`src/rtl/arb8_way16.sv`:
```
// Eight-requester round-robin arbiter feeding a registered 16-bit word stage with valid/ready.
// Define ARB_BURST_LIMIT_EN to cap each grant at MAX_BURST captured words.
module arb8_way16 #(
    parameter int unsigned MAX_BURST = 4
) (
    input  logic         clk,
    input  logic         rst_n,
    input  logic [7:0]   req,
    input  logic [127:0] din,
    output logic [7:0]   ack,
    output logic [7:0]   gnt,
    output logic [2:0]   sel,
    output logic [15:0]  out,
    output logic         out_valid,
    input  logic         out_ready
);

    localparam logic [0:0] IDLE = 1'b0;
    localparam logic [0:0] BUSY = 1'b1;

    if (MAX_BURST < 1 || MAX_BURST > 255) begin : g_bad_max_burst
        $error("arb8_way16: MAX_BURST must be within 1..255");
    end

    logic [0:0] state;
    logic [2:0] last;
    logic [2:0] pick;
    logic       found;
    logic       ld;
    logic       burst_done;
    logic       release_now;

    // Search starts just after the last served requester; i=8 wraps back onto last itself.
    always_comb begin
        pick  = last;
        found = 1'b0;
        for (int unsigned i = 1; i <= 8; i++) begin
            if (!found && req[last + 3'(i)]) begin
                found = 1'b1;
                pick  = last + 3'(i);
            end
        end
    end

    assign ld          = (state == BUSY) && req[sel] && (!out_valid || out_ready);
    assign ack         = ld ? (8'b1 << sel) : '0;
    assign release_now = (state == BUSY) && (!req[sel] || burst_done);

`ifdef ARB_BURST_LIMIT_EN
    logic [7:0] burst_cnt;

    assign burst_done = ld && ((burst_cnt + 8'd1) == 8'(MAX_BURST));

    always_ff @(posedge clk or negedge rst_n) begin
        if (!rst_n) begin
            burst_cnt <= '0;
        end else if (release_now) begin
            burst_cnt <= '0;
        end else if (ld) begin
            burst_cnt <= burst_cnt + 8'd1;
        end
    end
`else
    assign burst_done = 1'b0;
`endif

    always_ff @(posedge clk or negedge rst_n) begin
        if (!rst_n) begin
            state <= IDLE;
            gnt   <= '0;
            sel   <= '0;
            last  <= 3'd7;
        end else if (state == IDLE) begin
            if (found) begin
                state <= BUSY;
                gnt   <= 8'b1 << pick;
                sel   <= pick;
            end else begin
                gnt   <= '0;
            end
        end else if (release_now) begin
            state <= IDLE;
            last  <= sel;
            gnt   <= '0;
        end
    end

    // Output register drains independently of the grant FSM.
    always_ff @(posedge clk or negedge rst_n) begin
        if (!rst_n) begin
            out       <= '0;
            out_valid <= 1'b0;
        end else if (ld) begin
            out       <= din[{sel, 4'b0000} +: 16];
            out_valid <= 1'b1;
        end else if (out_valid && out_ready) begin
            out_valid <= 1'b0;
        end
    end

endmodule
```
`config.mk`:
```
export PLATFORM = sky130hd
export DESIGN_NAME = arb8_way16
export DESIGN_NICKNAME = d
export VERILOG_FILES = /design/src/rtl/arb8_way16.sv
export SDC_FILE = /design/constraint.sdc
export NUM_CORES = 1
export LEC_CHECK = 0
export CAP_MARGIN = 10
export CORE_MARGIN = 4
export CORE_UTILIZATION = 44
export CTS_CLUSTER_SIZE = 20
export DETAILED_ROUTE_END_ITERATION = 16
export GPL_ROUTABILITY_DRIVEN = 0
export GPL_TIMING_DRIVEN = 0
export PLACE_DENSITY = 0.93
export SYNTH_ARGS = -nofsm -noshare
export SYNTH_HDL_FRONTEND = slang
export SYNTH_SLANG_ARGS = --single-unit
```
`constraint.sdc`:
```
create_clock -name clk -period 7.6 [get_ports clk]
set_input_delay 1.14 -clock clk [delete_from_list [all_inputs] [get_ports clk]]
set_output_delay 1.14 -clock clk [all_outputs]
set_load 0.02 [all_outputs]
```
==> results of run 1 <==
[state kept, by name, indices dropped and copies added (netlist names)]
name       flops
out           16
gnt            8
last           3
sel            3
out_valid      1
state          1
[tightest hold or removal path, cell delays in order (launching register included)]
cell	delay, ps
dfrtp_1	350
nand2_1	50
o31ai_1	50
[kinds of logic after synthesis]
kind of cell | count (synthesis)
mux | 80
buf+inv | 35
flops | 32
xor+xnor | 3
fa+ha+maj | 2
simple gates | 88
compound gates | 73
[how the worst min path moves through the flow]
stage	start	end	slack [ps]	depth (start not counted)
2_1_floorplan	state$_DFF_PN0_	last[0]$_DFFE_PN1P_	580	2
3_3_place_gp	out[8]$_DFFE_PN0P_	out[8]$_DFFE_PN0P_	460	2
3_5_place_dp	gnt[6]$_DFFE_PN0P_	gnt[6]$_DFFE_PN0P_	470	2
4_1_cts	gnt[6]$_DFFE_PN0P_	gnt[6]$_DFFE_PN0P_	480	2
5_1_grt	gnt[2]$_DFFE_PN0P_	gnt[2]$_DFFE_PN0P_	510	2
6_report	gnt[6]$_DFFE_PN0P_	gnt[6]$_DFFE_PN0P_	480	2
[cell usage after synthesis, drive strengths merged (2+ instances only)]
master,number
mux4,46
nand2,36
dfrtp,29
mux2i,28
o21ai,28
clkbuf,17
nor2,10
buf,9
inv,9
a21oi,8
o31ai,8
nor4,7
a211oi,6
mux2,6
nor3,6
nand2b,4
and2,3
dfstp,3
nand3,3
nor2b,3
nor4b,3
o221ai,3
o22ai,3
or2,3
or3,3
a221o,2
a311oi,2
and4,2
ha,2
nor3b,2
o22a,2
o41ai,2
xnor2,2
[power groups by stage]
stage / Combinational, mW / Clock [mW] / Sequential, mW
floorplan: 1.08 / 0 / 0.361
global placement: 1.58 / 0 / 0.295
detailed placement: 1.65 / 0 / 0.301
CTS: 1.68 / 0.181 / 0.298
global route: 1.81 / 0.189 / 0.306
finish: 1.69 / 0.182 / 0.300
[metrics by stage]
stage | std cells | worst slack (ps) | area [um2] | hold WS, ps | power [mW]
after floorplan | 313 | 3860 | 3350 | 575 | 1.44
after global placement | 586 | 2580 | 5220 | 463 | 1.87
after detailed placement | 587 | 2450 | 5250 | 466 | 1.95
after CTS | 595 | 2390 | 5370 | 482 | 2.15
after global routing | 597 | 2210 | 5380 | 509 | 2.30
final | 597 | 2350 | 5380 | 479 | 2.17
[area by class of cell]
class                           instances  area [um2]
Inverter                                9        33.8
Timing Repair Buffer                  175        1770
Sequential cell                        32         805
Multi-Input combinational cell        246        2390
Buffer                                 26         120
Clock buffer                            7        96.3
Antenna cell                            2        5.00
Clock inverter                          1        30.0
Tap cell                               99         124
Fill cell                             474        1950
[cells in the final DEF, fill, tap and decap left out, types with 4 or more instances in the layout]
| cell | netlist | routed |
|---|---|---|
| a211oi_1 | 6 | 6 |
| a21oi_1 | 6 | 6 |
| buf_1 | 5 | 5 |
| clkbuf_1 | 17 | 17 |
| clkbuf_8 | 0 | 7 |
| clkdlybuf4s50_1 | 0 | 174 |
| dfrtp_1 | 29 | 29 |
| inv_1 | 9 | 9 |
| mux2_2 | 6 | 6 |
| mux2i_1 | 28 | 28 |
| mux4_2 | 46 | 46 |
| nand2_1 | 36 | 36 |
| nand2b_1 | 4 | 4 |
| nor2_1 | 10 | 10 |
| nor3_1 | 6 | 6 |
| nor4_1 | 7 | 7 |
| o21ai_0 | 26 | 26 |
| o31ai_1 | 8 | 8 |
[per-layer routing]
layer	wire length, um	part of all wire (%)
met1	4700	32
met4	913	6.3
met2	7490	52
met3	1410	9.7
met5	0	0
==> impl_metrics.ini, run 1 <==
[run_status]
outcome = complete, no violations

[pwr]
swShare_pct = 48.3
seq_power_share_pct = 13.8
ir_worst_vdd_mv = 0.220
power.density_nw_per_um2 = 404
combPwrFrac_pct = 77.9
pwr-share-clk_pct = 8.4
p_leak_nw = 2.02
internal_power_mw = 1.12
switchingPower_mw = 1.05

[worst_setup_path]
path_class = primary input to output pin
arrival_ps = 4110
cp_num_cells = 8
worst-path-buf-inv = 3
critical_path.endpoint = ack[2]
cp_slowest_cell = clkdlybuf4s50_1
rr_worst_depth = 12
rr_endpoint = sel[0]$_DFFE_PN0P_
worstPathMaxFanout = 10
crit-reg2reg-launch = last[1]$_DFFE_PN1P_
rrSetupSlack_ps = 3010
crit_family = buffers and inverters
cp-end-kind = output pin
cp_common_cell = clkdlybuf4s50_1
required_ps = 6460
cp_cell_sequence = clkdlybuf4s50_1 > mux4_2 > mux2i_1 > nor2_1 > nand2_1 > clkbuf_1 > nor4_1 > clkdlybuf4s50_1
cpPeakStageDelay_ps = 610
worstSetupStartpointType = primary input
startpoint = req[3]

[cts]
cts_buffers = 5
htreeDepth = 2
clk_latency_ps = 290
cts_setup_buffers = 0
cts_tree = done
ctsResizeCount = 0
clock-sinks = 32
postCtsHoldBufs = 0
clk_path_buf_depth = 2
cts_root_buffer = clkbuf_8
cts.clk_slew.worst_paths_ps = 70

[timing]
max_freq_mhz = 191
period_share_pct = 69.1
timing.final.hold_violations = 0
maxSlewViolCount = 0
period_needed_ps = 5250
skew_ps = 4.86
tns_ps = 0
rsz0062_at_grt = no
slew_headroom_pct = 37.5
finalSetupViolCount = 0
worstMarginPinSlew_ps = 937

[yosys]
syn-cell-area_um2 = 3350
synth_edf_count = 0
synthCells = 313
synthAdderAreaFrac_pct = 0.747
ys_warn_count = 0
synth_area_leaders = mux4_2, dfrtp_1, mux2i_1
synth_area_leader_cell = mux4_2
synthesis.nets = 454
netlist-cell-type-count = 53
synth_top_cell_area_share_pct = 30.9
async_flop_share_pct = 100
yosys-mux-area-fraction_pct = 41.3
yosys.area_share.simple_pct = 13.2
ys_seq_elements = 32
synth-compound-area-share_pct = 15.4
synth_top_family_by_area = multiplexers
syn_area_per_cell_um2 = 10.7
ys_seq_area_share_pct = 24.0
synth_xor_xnor_area_share_pct = 0.784
synthFlopType = dfrtp_1

[global_routing]
use_met1_pct = 35.3
grt_pass1_wl_mm = 22.1
grt_max_degree = 21
busiest_layer = met2
grt_use_total_pct = 32.8
antenna_found_initial = 2
grt_use_met3_pct = 8.76
overflow = 0
grt_pass1_vias = 4118
met2_usage_pct = 57.6

[placed_design]
io_buffer_count = 174
dp_hpwl_mm = 11.5

[hold_path]
holdCritPathClass = flop to flop

[route]
vias = 3902
drt_pre_antenna_iters = 4
vias_per_cell = 6.54
route.detailed.drc = 0
wl_per_cell_um = 24.3
drtIter0Drc = 250
drtAntennaViolNets = 0
drt-total-wl_mm = 14.5

[floorplan]
num_io_pins = 175
core_um2 = 7330
die-height_um = 95.3
die_area_um2 = 9080
fp-row-count = 31
fp.dieW_um = 95.3
initial_utilization_pct = 45.7

[final_layout]
drive_gt1_share_pct = 15.3
final_nets = 636
area_growth_pct = 60.4
fin_util_pct = 73.3

[flow_run]
maxCapViolations = 0
No activity file was read; power rests on OpenSTA's default activity.
==> run 2: changes to the inputs <==
--- a/config.mk
+++ b/config.mk
@@ -7,12 +7,12 @@
 export LEC_CHECK = 0
 export CAP_MARGIN = 10
 export CORE_MARGIN = 4
-export CORE_UTILIZATION = 44
+export CORE_UTILIZATION = 41
 export CTS_CLUSTER_SIZE = 20
 export DETAILED_ROUTE_END_ITERATION = 16
 export GPL_ROUTABILITY_DRIVEN = 0
 export GPL_TIMING_DRIVEN = 0
-export PLACE_DENSITY = 0.93
+export PLACE_DENSITY = 0.88
 export SYNTH_ARGS = -nofsm -noshare
 export SYNTH_HDL_FRONTEND = slang
 export SYNTH_SLANG_ARGS = --single-unit
==> constraint.sdc (replaced) <==
create_clock -name clk -period 4.91 [get_ports clk]
set_input_delay 0.7365 -clock clk [delete_from_list [all_inputs] [get_ports clk]]
set_output_delay 0.7365 -clock clk [all_outputs]
set_load 0.02 [all_outputs]
==> impl_metrics.ini, run 2 (same netlist as run 1, synthesis figures left out) <==
[run_status]
outcome = complete, no violations

[route]
drt-total-wl_mm = 13.7
drt_pre_antenna_iters = 5
vias = 3734
wl_met1_mm = 4.14
vias_per_cell = 6.24
drtAntennaViolNets = 0
route.detailed.drc = 0
top_layer_used = met4
wl_per_cell_um = 22.9
wl_met3_mm = 1.45
dr_wl_met2_mm = 7.28
drtIter0Drc = 215

[timing]
timing.final.hold_violations = 0
slew_headroom_pct = 35.1
rsz0062_at_grt = no
finalSetupViolCount = 0
worstMarginPinSlew_ps = 973
period_share_pct = 90.7
period_needed_ps = 4450
maxSlewViolCount = 0
skew_ps = 7.68
max_freq_mhz = 225
tns_ps = 0
worst_slack_ps = 456

[final_layout]
area_growth_pct = 59.0
final_nets = 635
mostFrequentLayoutCells = clkdlybuf4s50_1, mux4_2, nand2_1, dfrtp_1, mux2i_1
largest_register_ffs = 16
layout_commonest_cell = clkdlybuf4s50_1
n_fill_cell = 615
drive_gt1_share_pct = 15.4
largest_register = out
fin_util_pct = 67.9
fin_cells = 598
reg_top3 = out (16), gnt (8)

[floorplan]
core_um2 = 7850
fp.dieW_um = 98.4
die_area_um2 = 9690
die-height_um = 98.4
num_io_pins = 175
fp-row-count = 32
initial_utilization_pct = 42.7

[pwr]
power.density_nw_per_um2 = 623
pwr-share-clk_pct = 7.9
seq_power_share_pct = 13.9
switchingPower_mw = 1.61
p_leak_nw = 2.00
combPwrFrac_pct = 78.2
internal_power_mw = 1.71
swShare_pct = 48.6
ir_worst_vdd_mv = 0.326

[cts]
clock-sinks = 32
ctsResizeCount = 0
htreeDepth = 2
cts_buffers = 5
clk_path_buf_depth = 2
clk_latency_ps = 290
cts_root_buffer = clkbuf_8
postCtsHoldBufs = 0
cts_setup_buffers = 0
cts.clk_slew.worst_paths_ps = 80
cts_tree = done

[worst_setup_path]
cpPeakStageDelay_ps = 540
path_class = flop to flop
required_ps = 5060
cp_cell_sequence = buf_6 > clkbuf_1 > inv_1 > ha_1 > clkbuf_1 > inv_1 > and4_1 > o41ai_1 > a21oi_2 > nor4_1 > mux2i_1 > o21ai_0
worstSetupStartpointType = flop
arrival_ps = 4600
worstPathMaxFanout = 10
crit_family = buffers and inverters
cp_slowest_cell = dfstp_2
worst-path-buf-inv = 5
cp-end-kind = flop

[placed_design]
post-place-ws_ps = 558
dp.cells = 589
io_buffer_count = 174
dp_hpwl_mm = 11.3

[global_routing]
overflow = 0
grt_use_total_pct = 27.3
antenna_found_initial = 1
grt_max_degree = 33
grt_pass1_wl_mm = 20.7
grt_pass1_vias = 4020

[hold_path]
holdCritPathClass = flop to flop

[flow_run]
maxCapViolations = 0
==> run 2: cell types whose count changed in the layout (fill, tap and decap cells not counted), sizes merged <==
| cell | change |
|---|---|
| clkbuf | -2 |
| clkdlybuf4s50 | -1 |
| clkinv | +1 |
| clkinvlp | +1 |
| diode | -1 |
==> run 2: worst register-to-register path, cell delays in order, from the launching register on <==
cell and delay, ps:
dfstp_2 540, buf_6 130, clkbuf_1 370, inv_1 210, ha_1 430, clkbuf_1 460
inv_1 280, and4_1 220, o41ai_1 390, a21oi_2 90, nor4_1 540, mux2i_1 480
o21ai_0 170
==> run 2: final cells by class <==
type	count	area [um2]	area share, %
repair buffers	174	1740	32.6
diodes	1	2.50	0.0469
multi-input cells	246	2390	44.9
clock buffers	5	68.8	1.29
flip-flops and latches	32	805	15.1
inverters	9	33.8	0.634
plain buffers	26	120	2.25
well taps	102	128	2.39
clock inverters	3	42.5	0.798
==> run 2: power groups by stage <==
stage                     clock network [mW]  registers, mW  logic [mW]
after CTS                              0.260          0.461        2.57
after floorplan                            0          0.559        1.68
after global placement                     0          0.457        2.45
after global routing                   0.271          0.472        2.77
final                                  0.263          0.462        2.59
after detailed placement                   0          0.465        2.55
==> run 2: path summary, 6_finish.rpt <==
check / from / slack, ps / to / depth (start not counted)
max: last[1]$_DFFE_PN1P_ / 460 / sel[0]$_DFFE_PN0P_ / 12
min: out[9]$_DFFE_PN0P_ / 490 / out[9]$_DFFE_PN0P_ / 2
max reg2reg: last[1]$_DFFE_PN1P_ / 460 / sel[0]$_DFFE_PN0P_ / 12
min reg2reg: out[9]$_DFFE_PN0P_ / 490 / out[9]$_DFFE_PN0P_ / 2
max in group asynchronous: rst_n / 3930 / out[4]$_DFFE_PN0P_ / 1
min in group asynchronous: rst_n / 500 / out[11]$_DFFE_PN0P_ / 1
==> run 2: stage by stage <==
stage	hold slack (ps)	power (mW)	area, um2
2_1_floorplan	441	2.23	3350
3_3_place_gp	463	2.91	5220
3_5_place_dp	469	3.02	5220
4_1_cts	486	3.29	5330
5_1_grt	509	3.51	5330
6_report	486	3.32	5330
==> run 2: routing by layer <==
| metal | global-route usage [%] | up-vias |
|---|---|---|
| li1 | - | 1622 |
| met1 | 26.5 | 1783 |
| met2 | 52.1 | 263 |
| met3 | 8.56 | 66 |
| met4 | 12.8 | 0 |
| met5 | 0 | - |
